File: src/rtl/dm_arbiter.sv
`default_nettype none
// ============================================================================
// Module      : dm_arbiter
// Description : Shares the single-ported data memory between the CPU MEM stage
//               and a DMA port; CPU-priority with a bounded DMA wait.
// Revision    : 1.0 - initial release
// ============================================================================
module dm_arbiter #(
    parameter int unsigned                ADDR_SIZE = 32,
    parameter int unsigned                DATA_SIZE = 32,
    parameter int unsigned                CODE_SIZE = 6,
    parameter logic [CODE_SIZE-1:0]       SW_CODE   = 6'd3,
    parameter int unsigned                MAX_WAIT  = 4
) (
    input  logic                 clk,
    input  logic                 rst,
    input  logic                 cpu_req,
    input  logic                 cpu_we,
    input  logic [ADDR_SIZE-1:0] cpu_addr,
    input  logic [DATA_SIZE-1:0] cpu_wdata,
    output logic [DATA_SIZE-1:0] cpu_rdata,
    output logic                 cpu_stall,
    input  logic                 dma_req,
    input  logic                 dma_we,
    input  logic [ADDR_SIZE-1:0] dma_addr,
    input  logic [DATA_SIZE-1:0] dma_wdata,
    output logic                 dma_ack,
    output logic [DATA_SIZE-1:0] dma_rdata,
    output logic [ADDR_SIZE-1:0] dm_addr,
    output logic [DATA_SIZE-1:0] dm_data,
    output logic [CODE_SIZE-1:0] dm_wcode,
    input  logic [DATA_SIZE-1:0] dm_rdata
);

    localparam logic [7:0] c_max_wait = MAX_WAIT[7:0];

    typedef enum logic [0:0] {
        ARB  = 1'b0,
        DACK = 1'b1
    } state_t;

    state_t               r_state;
    state_t               w_state_nxt;
    logic [7:0]           r_wait_cnt;
    logic                 r_dma_ack;
    logic [DATA_SIZE-1:0] r_dma_rdata;

    logic                 w_dma_elig;
    logic                 w_gnt_dma;
    logic                 w_gnt_cpu;

    assign w_dma_elig = dma_req && (r_state == ARB);
    // Grants are masked during reset so a store in flight never reaches DM.
    assign w_gnt_dma  = !rst && w_dma_elig && (!cpu_req || (r_wait_cnt == c_max_wait));
    assign w_gnt_cpu  = !rst && cpu_req && !w_gnt_dma;

    assign cpu_stall  = cpu_req && !w_gnt_cpu;
    assign cpu_rdata  = dm_rdata;
    assign dma_ack    = r_dma_ack;
    assign dma_rdata  = r_dma_rdata;

    always_comb begin
        dm_addr  = '0;
        dm_data  = '0;
        dm_wcode = '0;
        if (w_gnt_dma) begin
            dm_addr = dma_addr;
            dm_data = dma_wdata;
            if (dma_we) begin
                dm_wcode = SW_CODE;
            end
        end else if (w_gnt_cpu) begin
            dm_addr = cpu_addr;
            dm_data = cpu_wdata;
            if (cpu_we) begin
                dm_wcode = SW_CODE;
            end
        end
    end

    always_comb begin
        w_state_nxt = r_state;
        case (r_state)
            ARB:     if (w_gnt_dma) w_state_nxt = DACK;
            DACK:    w_state_nxt = ARB;
            default: w_state_nxt = ARB;
        endcase
    end

    always_ff @(posedge clk) begin
        if (rst) begin
            r_state     <= ARB;
            r_wait_cnt  <= 8'd0;
            r_dma_ack   <= 1'b0;
            r_dma_rdata <= '0;
        end else begin
            r_state   <= w_state_nxt;
            r_dma_ack <= w_gnt_dma;
            if (w_gnt_dma) begin
                r_dma_rdata <= dm_rdata;
                r_wait_cnt  <= 8'd0;
            end else if (w_dma_elig && (r_wait_cnt != c_max_wait)) begin
                r_wait_cnt  <= r_wait_cnt + 8'd1;
            end
        end
    end

endmodule
`default_nettype wire

File: config.mk
export PLATFORM = sky130hd
export DESIGN_NAME = dm_arbiter
export DESIGN_NICKNAME = d
export VERILOG_FILES = /design/src/rtl/dm_arbiter.sv
export SDC_FILE = /design/constraint.sdc
export NUM_CORES = 1
export LEC_CHECK = 0
export CAP_MARGIN = 15
export CORE_AREA = 2 2 118 120
export CTS_CLUSTER_SIZE = 14
export DETAILED_ROUTE_END_ITERATION = 10
export DIE_AREA = 0 0 120 122
export PLACE_DENSITY = 0.64
export SLEW_MARGIN = 20
export SYNTH_ARGS = -nofsm -noshare
export SYNTH_HDL_FRONTEND = slang
export SYNTH_SLANG_ARGS = --single-unit
File: constraint.sdc
create_clock -name clk -period 3.5 [get_ports clk]
set_input_delay 0.35 -clock clk [delete_from_list [all_inputs] [get_ports clk]]
set_output_delay 0.35 -clock clk [all_outputs]
set_load 0.01 [all_outputs]
=== Yosys cells after proc, flatten, opt, wreduce, memory -nomap -nowiden ===
Index checks and enable logic that the tools add are counted.

* Register bits after elaboration: 42
* Output and inout port bits: 136
* Word-level logic and storage cells: 31

* Add/subtract/negate cells: 1
* Eq/ne operators: 2
* Mux-type cells: 10
* Bitwise gates (word level): 1
* Reduce and logical (&&, ||, !) cells: 13

{| class="wikitable"
|+ Operators with widths
! cell !! number
|-
| two-way mux 32 bit || 4
|-
| adder 8 x 1 -> 8 bit, second input constant || 1
|-
| == test 8 x 3 -> 1 bit, second input constant || 1
|-
| inequality test 8 x 3 -> 1 bit, second input constant || 1
|-
| logical AND 1 bit || 7
|-
| two-way mux 2 bit || 3
|-
| two-way mux 6 bit || 1
|-
| zero test 1 bit || 4
|-
| case mux 1 bit (2 select lines) || 1
|-
| OR reduction 2 bit || 1
|-
| logical OR 1 bit || 1
|-
| two-way mux 1 bit || 1
|-
| NOT 1 bit || 1
|}

=== Longest topological paths before layout ===
Gate-level depths: netlist (run 1).

* Word-level depth: 8
* Gate-level depth with buffers: 8
* Depth with buffers taken out: 6

=== Worst setup path after synthesis (run 1) ===
OpenSTA, ideal clock, no wires.

* Path kind: register to output
* From: reg r_wait_cnt[0]
* To: out dm_addr[0]
* Data arrival time: 1.714 ns
* Setup slack: 1.436 ns
* Cell stages (with the launch flop): 8
* Path buffers: 2
* Cell sequence: dfxtp_1 inv_1 ha_1 nor4b_4 a311oi_1 buf_2 clkbuf_1 a22o_1

* Word-level cells in the longest chain between the ends: 7

{| class="wikitable"
|+ RTL lines
! item !! line !! RTL
|-
| start: declaration || 44 || <nowiki>logic [7:0] r_wait_cnt;</nowiki>
|-
| start signal: assignment || 103 || <nowiki>r_wait_cnt <= r_wait_cnt + 8'd1;</nowiki>
|-
| == test 8 x 3 -> 1 bit (*) || 54 || <nowiki>assign w_gnt_dma = !rst && w_dma_elig && (!cpu_req || (r_wait_cnt == c_max_wait));</nowiki>
|-
| logical OR 1 bit (*) || 54 ||
|-
| logical AND 1 bit (*) || 54 ||
|-
| zero test 1 bit || 55 || <nowiki>assign w_gnt_cpu = !rst && cpu_req && !w_gnt_dma;</nowiki>
|-
| logical AND 1 bit || 55 ||
|-
| two-way mux 32 bit || 72 || <nowiki>end else if (w_gnt_cpu) begin</nowiki>
|-
| two-way mux 32 bit (*) || 66 || <nowiki>if (w_gnt_dma) begin</nowiki>
|-
| end: declaration || 29 || <nowiki>output logic [ADDR_SIZE-1:0] dm_addr,</nowiki>
|}

Every way passes the cells marked *; elsewhere a longest branch is shown, timed or not.

=== Worst setup path in the final report (run 1) ===
* From: reg r_wait_cnt[0]
* To: out dm_data[30]

* Word-level cells in the longest chain between the ends: 7

{| class="wikitable"
|+ RTL lines
! item !! line !! RTL
|-
| == test 8 x 3 -> 1 bit (*) || 54 ||
|-
| logical OR 1 bit (*) || 54 ||
|-
| logical AND 1 bit (*) || 54 ||
|-
| zero test 1 bit || 55 ||
|-
| logical AND 1 bit || 55 ||
|-
| two-way mux 32 bit || 72 ||
|-
| two-way mux 32 bit (*) || 66 ||
|-
| end: declaration || 30 || <nowiki>output logic [DATA_SIZE-1:0] dm_data,</nowiki>
|}

Marked as above.

==> reports/qor.txt, run 1 <==
status = finished clean
final setup vio count = 0
peak fanout along the critical path = 66
Detailed Route WL = 13.9 mm
# port buffers = 297
Mapped Avg Cell Area = 9.26 sq um
Util after Layout = 0.435
ant diodes = 0
total track usage = 0.175
Final Hold Fails = 0
Min-Delay Path Class = in2reg
clk buf depth = 2
Nets = 724
first-pass GRT wire length = 19.4 mm
root buf cell = clkbuf_16
vias = 3310
total gr overflow = 0
flops & latches, synth = 42
number of synthesis warnings = 0
RSZ-0062 raised after global routing = no
WP data arrival = 2.79 ns
Worst Max-Slew Pin Slew = 0.649 ns
worst path required time = 3.15 ns
DP Cell Count = 729
post-synthesis sequential area ratio = 0.295
vias in the first global route = 3249
clk slew on worst S/H paths = 0.06 ns
Final GP Congestion = 0.837
fin. max-slew vios = 0
H-tree depth = 2
Fin Clk Skew = 0.00538 ns
Setup crit end kind = output port
share of post-route cells with drive strength above 1 = 0.0323
Max VDD drop = 192 uV
final period utilization = 0.896
Initial Util = 0.211
PwrDens = 266 nW/um^2
critical path startpoint category = flip-flop
hold slack = 0.395 ns
DIE AREA = 14600 sq um
Wirelength per Cell = 18.8 microns
postcts setup bufs = 0
overall power = 0.00156 W
Area growth syn-to-layout = 106%
latest clock arrival within the worst-skew pair = 0.28 ns
Pleak = 2.19 nW
# fillers = 1280
Setup TNS Final = 0 ns
TritonCTS clock tree = done
Antenna Nets Post-Route = 0
minimum clock period = 3.14 ns
Via density = 4.49
CORE AREA = 13500 sq um
Iter 0 DRT Violations = 155
CTS Buf Count = 5
# resized after CTS = 0
Ports = 302
fmax = 319 MHz
DP HPWL = 11.4 mm
Die W = 120 microns
DRC Markers = 0
most frequent cells in the layout = 296 x clkdlybuf4s50_1, 65 x nand2b_1, 65 x a22o_1
kind of critical path = reg2out
# rows = 43
Slew headroom = 0.567
largest net degree at the start of global routing = 73
die height = 122 microns
commonest non-fill, non-tap cell in the layout = clkdlybuf4s50_1
CTS Hold Bufs = 0
DR pass1 iterations = 4
clock sink total = 42
mapped cell area = 2850 sq um
Netlist cell types = 30
max cap viols = 0
Non-Filler Instances = 737
Mapped Cells = 308
initial antenna violation count = 0
## sequential cells by signal (all words and copies together), names as in the netlist
register	cells
r_wait_cnt	8
r_state	1
dma_ack	1
dma_rdata	32
## synth_stat cells, drive strengths merged
library cell	instances	share of area
xnor2	1	0.0031
and3	2	0.0044
a22o	65	0.20
nand2b	65	0.14
dfxtp	42	0.29
mux2i	33	0.12
inv	4	0.0053
a21oi	4	0.0083
nor3	7	0.012
and4b	1	0.0035
a311oi	1	0.0031
nand4	3	0.0066
clkbuf	13	0.017
nor2b	1	0.0022
a31oi	1	0.0022
ha	2	0.0088
o21a	1	0.0026
a211oi	2	0.0070
nand2	2	0.0026
xor2	4	0.012
nor4	1	0.0022
nor3b	1	0.0044
buf	50	0.13
conb	1	0.0013
nor4b	1	0.0083
## area by class of cell
class	count	area [sq um]	share of cell area
Tap cell	180	225	0.0383
Clock buffer	6	139	0.0236
Multi-Input combinational cell	202	1620	0.276
Clock inverter	2	12.5	0.00213
Inverter	4	15.0	0.00255
Sequential cell	42	841	0.143
Timing Repair Buffer	301	3020	0.514
## kinds of logic (layout without fill, tap and decap cells)
family | Yosys count | in the layout | synth area share
AND/OR/NAND/NOR | 84 | 84 | 0.189
AO/OA/AOI/OAI | 74 | 74 | 0.223
buffers and inverters | 67 | 313 | 0.152
flip-flops | 42 | 42 | 0.295
multiplexers | 33 | 33 | 0.116
XOR/XNOR | 5 | 5 | 0.0154
adder cells (fa/ha/maj) | 2 | 2 | 0.00877
other | 1 | 4 | 0.00132
## through the flow
stage	worst slack, ns	cell area [sq um]
floorplan	1.44	2860
global placement	0.719	5730
detailed placement	0.678	5730
CTS	0.368	5880
global route	0.214	5880
finish	0.364	5880
## power by group
part | switching [W] | internal (W) | total, W
registers | 0.0000124 | 0.000500 | 0.000512
logic | 0.000206 | 0.000375 | 0.000582
clock network | 0.000187 | 0.000282 | 0.000469
## routing by layer
metal | track usage | vias up | part of all wire
met5 | 0 | - | 0
met4 | 0.0515 | 0 | 0.019
met3 | 0.0595 | 12 | 0.11
met2 | 0.311 | 199 | 0.50
met1 | 0.199 | 1540 | 0.37
li1 | - | 1559 | -
## critical path: stages, from the launching register on
cell	delay, ns
dfxtp_1	0.34
inv_1	0.07
ha_1	0.14
nor4b_4	0.29
nand2_1	0.24
a211oi_4	0.32
buf_12	0.29
a22o_1	0.19
clkdlybuf4s50_1	0.57
## final timing paths
path,slack [ns],start,to,depth (start not counted)
worst min-delay path,0.40,rst,dma_ack$_SDFF_PP0_,2
worst max-delay path,0.36,r_wait_cnt[0]$_SDFFE_PP0P_,dm_data[30],8
worst min register to register,0.47,dma_rdata[5]$_SDFFE_PP0P_,dma_rdata[5]$_SDFFE_PP0P_,2
worst max register to register,1.29,r_wait_cnt[0]$_SDFFE_PP0P_,dma_rdata[17]$_SDFFE_PP0P_,7
No activity file was read; power rests on OpenSTA's default activity.
==> run 2: changes to the inputs <==
Settings changed: RECOVER_POWER set to 25.
==> reports/qor.txt, run 2 (synthesized netlist as in run 1, its figures left out) <==
status = finished clean
CTS Buf Count = 5
Ports = 302
Nets = 724
Area growth syn-to-layout = 106%
# port buffers = 297
Iter 0 DRT Violations = 161
Antenna Nets Post-Route = 0
largest net degree at the start of global routing = 73
postcts setup bufs = 0
Placed Area = 5730 sq um
H-tree depth = 2
WP data arrival = 2.79 ns
worst reg2reg endpoint = dma_rdata[17]$_SDFFE_PP0P_
# rows = 43
worst setup margin = 0.365 ns
total gr overflow = 0
DR pass1 iterations = 4
total track usage = 0.175
critical path startpoint category = flip-flop
Pleak = 2.29 nW
vias = 3311
final period utilization = 0.896
Min-Delay Path Class = in2reg
fin. max-slew vios = 0
ant diodes = 0
peak fanout along the critical path = 66
Initial Util = 0.211
R2R Path Start = r_wait_cnt[0]$_SDFFE_PP0P_
max cap viols = 0
Detailed Route WL = 13.9 mm
worst setup path endpoint = dm_addr[4]
cell area after layout = 5880 sq um
R2R cell count = 7
Final GP Congestion = 0.837
RSZ-0062 raised after global routing = no
WL met2 = 7.02 mm
DR top layer = met4
clk buf depth = 2
fmax = 319 MHz
Setup crit end kind = output port
CORE AREA = 13500 sq um
Slew headroom = 0.568
Largest register FFs = 32
commonest non-fill, non-tap cell in the layout = clkdlybuf4s50_1
Max VDD drop = 190 uV
Die W = 120 microns
CTS Hold Bufs = 0
vias in the first global route = 3249
latest clock arrival within the worst-skew pair = 0.28 ns
TritonCTS clock tree = done
Fin Clk Skew = 0.00540 ns
Worst Max-Slew Pin Slew = 0.648 ns
share of post-route cells with drive strength above 1 = 0.0323
PwrDens = 264 nW/um^2
root buf cell = clkbuf_16
final setup vio count = 0
initial antenna violation count = 0
DP HPWL = 11.4 mm
Via density = 4.49
M1 WL = 5.30 mm
minimum clock period = 3.14 ns
hold slack = 0.395 ns
first-pass GRT wire length = 19.4 mm
# resized after CTS = 0
DRC Markers = 0
worst path required time = 3.15 ns
clock sink total = 42
clk slew on worst S/H paths = 0.06 ns
kind of critical path = reg2out
Worst Setup SP = r_wait_cnt[0]$_SDFFE_PP0P_
most frequent cells in the layout = 254 x clkdlybuf4s50_1, 65 x nand2b_1, 65 x a22o_1
Setup TNS Final = 0 ns
dpl ws = 0.678 ns
overall power = 0.00155 W
DIE AREA = 14600 sq um
r2r setup slk = 1.29 ns
die height = 122 microns
met3 wire length = 1.35 mm
Wirelength per Cell = 18.8 microns
Final Hold Fails = 0
[run 2: layout make-up]
| cell class | count | area, sq um |
|---|---|---|
| clock buffer | 6 | 139 |
| clock inverter | 2 | 12.5 |
| fill | 1280 | 7630 |
| inverter | 4 | 15.0 |
| multi-input combinational | 202 | 1620 |
| sequential | 42 | 841 |
| tap | 180 | 225 |
| timing repair buffer | 301 | 3020 |
[run 2: how the worst min path moves through the flow]
stage,slack [ns],end,depth (start not counted),from
after floorplan,0.45,dma_ack$_SDFF_PP0_,1,cpu_req
after global placement,0.46,dma_rdata[5]$_SDFFE_PP0P_,2,dma_rdata[5]$_SDFFE_PP0P_
after detailed placement,0.47,dma_rdata[10]$_SDFFE_PP0P_,2,dma_rdata[10]$_SDFFE_PP0P_
after CTS,0.40,dma_ack$_SDFF_PP0_,2,rst
after global routing,0.42,dma_ack$_SDFF_PP0_,2,rst
final,0.40,dma_ack$_SDFF_PP0_,2,rst
[run 2: power breakdown]
part,internal (W),switching (W)
combinational,0.000366,0.000206
sequential,0.000500,0.0000115
clock,0.000282,0.000187
total,0.00115,0.000405
[run 2: worst max-delay path, stage by stage (launching register included)]
cell,delay (ns)
dfxtp_1,0.34
inv_1,0.07
ha_1,0.14
nor4b_4,0.29
nand2_1,0.24
a211oi_4,0.32
buf_12,0.29
a22o_1,0.20
clkdlybuf4s50_1,0.56
[run 2: stage by stage]
stage,instances,utilization
after floorplan,311,-
after global placement,729,0.424
after detailed placement,729,0.424
after CTS,737,0.435
after global routing,737,0.435
final,737,0.435
[run 2: per-layer routing]
layer / up-vias / track usage
met1: 1548 / 0.199
met4: 0 / 0.0515
met3: 10 / 0.0595
met5: - / 0
met2: 192 / 0.311
li1: 1561 / -
==> run 3: changes to the inputs <==
Settings changed: CTS_BUF_LIST set to sky130_fd_sc_hd__clkbuf_16.
==> reports/qor.txt, run 3 (synthesized netlist as in run 1, its figures left out) <==
Final Hold Fails = 0
r2r setup slk = 1.29 ns
NetSw = 0.000404 W
max cap viols = 0
vias = 3311
CTS Hold Bufs = 0
peak fanout along the critical path = 66
postcts setup bufs = 0
WP data arrival = 2.78 ns
slowest stage delay, CP = 0.56 ns
overall power = 0.00153 W
CP max-delay cell = clkdlybuf4s50_1
DRC Markers = 0
CORE AREA = 13500 sq um
Placed Area = 5730 sq um
Comb power frac = 0.374
clock sink total = 42
Setup TNS Final = 0 ns
DR pass1 iterations = 4
Ports = 302
total gr overflow = 0
final setup vio count = 0
Setup crit end kind = output port
largest net degree at the start of global routing = 73
share of post-route cells with drive strength above 1 = 0.0305
CTS Buf Count = 5
# resized after CTS = 0
Worst Max-Slew Pin Slew = 0.648 ns
Clock Power Share = 0.292
Reg power frac = 0.334
Final GP Congestion = 0.837
H-tree depth = 2
PwrDens = 261 nW/um^2
Area growth syn-to-layout = 106%
DP HPWL = 11.4 mm
Fin Clk Skew = 0.00608 ns
initial antenna violation count = 0
Slew headroom = 0.568
final period utilization = 0.895
critical path startpoint category = flip-flop
Largest register FFs = 32
WHS Endpoint = dma_ack$_SDFF_PP0_
fin. max-slew vios = 0
# port buffers = 297
WHS Path Cells = 2
worst path required time = 3.15 ns
Iter 0 DRT Violations = 161
Via density = 4.49
Initial Util = 0.211
commonest non-fill, non-tap cell in the layout = clkdlybuf4s50_1
TritonCTS clock tree = done
worst reg2reg endpoint = dma_rdata[17]$_SDFFE_PP0P_
status = finished clean
P_int = 0.00113 W
cell area after layout = 5870 sq um
most frequent cells in the layout = 254 x clkdlybuf4s50_1, 65 x nand2b_1, 65 x a22o_1
kind of critical path = reg2out
Detailed Route WL = 13.9 mm
minimum clock period = 3.13 ns
crit-path cells = inv_1 > ha_1 > nor4b_4 > nand2_1 > a211oi_4 > buf_12 > a22o_1 > clkdlybuf4s50_1
Die W = 120 microns
hold slack = 0.396 ns
fmax = 319 MHz
vias in the first global route = 3249
DIE AREA = 14600 sq um
Switching Fraction = 0.264
root buf cell = clkbuf_16
Wirelength per Cell = 18.8 microns
die height = 122 microns
Max VDD drop = 190 uV
ant diodes = 0
Antenna Nets Post-Route = 0
R2R cell count = 7
RSZ-0062 raised after global routing = no
Pleak = 2.28 nW
Hold Startpoint = rst
# fillers = 1281
Min-Delay Path Class = in2reg
Nets = 724
clk slew on worst S/H paths = 0.06 ns
latest clock arrival within the worst-skew pair = 0.28 ns
clk buf depth = 2
# rows = 43
first-pass GRT wire length = 19.4 mm
R2R Path Start = r_wait_cnt[0]$_SDFFE_PP0P_
total track usage = 0.175
[run 3: cell count changes in the layout (fill, tap and decap cells not counted), sizes merged]
cell,previous run,this run
clkinv,1,2
clkbuf,6,5
[run 3: worst max-delay path by stage]
stage / from / end
4_1_cts: r_wait_cnt[0]$_SDFFE_PP0P_ / dm_addr[4]
3_5_place_dp: r_wait_cnt[0]$_SDFFE_PP0P_ / dm_addr[29]
3_3_place_gp: r_wait_cnt[0]$_SDFFE_PP0P_ / dm_addr[29]
2_1_floorplan: r_wait_cnt[0]$_SDFFE_PP0P_ / dm_addr[0]
5_1_grt: r_wait_cnt[0]$_SDFFE_PP0P_ / dm_addr[4]
6_report: r_wait_cnt[0]$_SDFFE_PP0P_ / dm_addr[4]
[run 3: power by group through the flow]
stage / registers (W) / logic [W] / clock network (W)
2_1_floorplan: 0.000530 / 0.000205 / 0
3_3_place_gp: 0.000521 / 0.000580 / 0
3_5_place_dp: 0.000522 / 0.000584 / 0
4_1_cts: 0.000512 / 0.000587 / 0.000461
5_1_grt: 0.000514 / 0.000605 / 0.000480
6_report: 0.000511 / 0.000573 / 0.000446
[run 3: layer usage]
layer / global-route usage / part of all wire / wire length [microns] / up-vias
li1: - / - / - / 1561
met1: 0.199 / 0.38 / 5300 / 1548
met2: 0.311 / 0.51 / 7020 / 192
met3: 0.0595 / 0.098 / 1350 / 10
met4: 0.0515 / 0.014 / 194 / 0
met5: 0 / 0 / 0 / -
[run 3: cell type report]
| class | count | area [sq um] | area share |
|---|---|---|---|
| timing repair buffer | 301 | 3020 | 0.515 |
| multi-input combinational | 202 | 1620 | 0.276 |
| clock inverter | 3 | 16.3 | 0.00277 |
| inverter | 4 | 15.0 | 0.00256 |
| tap | 180 | 225 | 0.0384 |
| clock buffer | 5 | 125 | 0.0213 |
| sequential | 42 | 841 | 0.143 |
[run 3: worst max-delay path: cells and delay by family (launching register included)]
kind / cells / cell delay [ns]
compound gates: 2 / 0.52
buf+inv: 3 / 0.92
fa+ha+maj: 1 / 0.14
simple gates: 2 / 0.53
flops: 1 / 0.34
[run 3: stage by stage]
stage	cells	util	worst slack, ns
2_1_floorplan	311	-	1.44
3_3_place_gp	729	0.424	0.719
3_5_place_dp	729	0.424	0.678
4_1_cts	737	0.434	0.369
5_1_grt	737	0.434	0.215
6_report	737	0.434	0.366
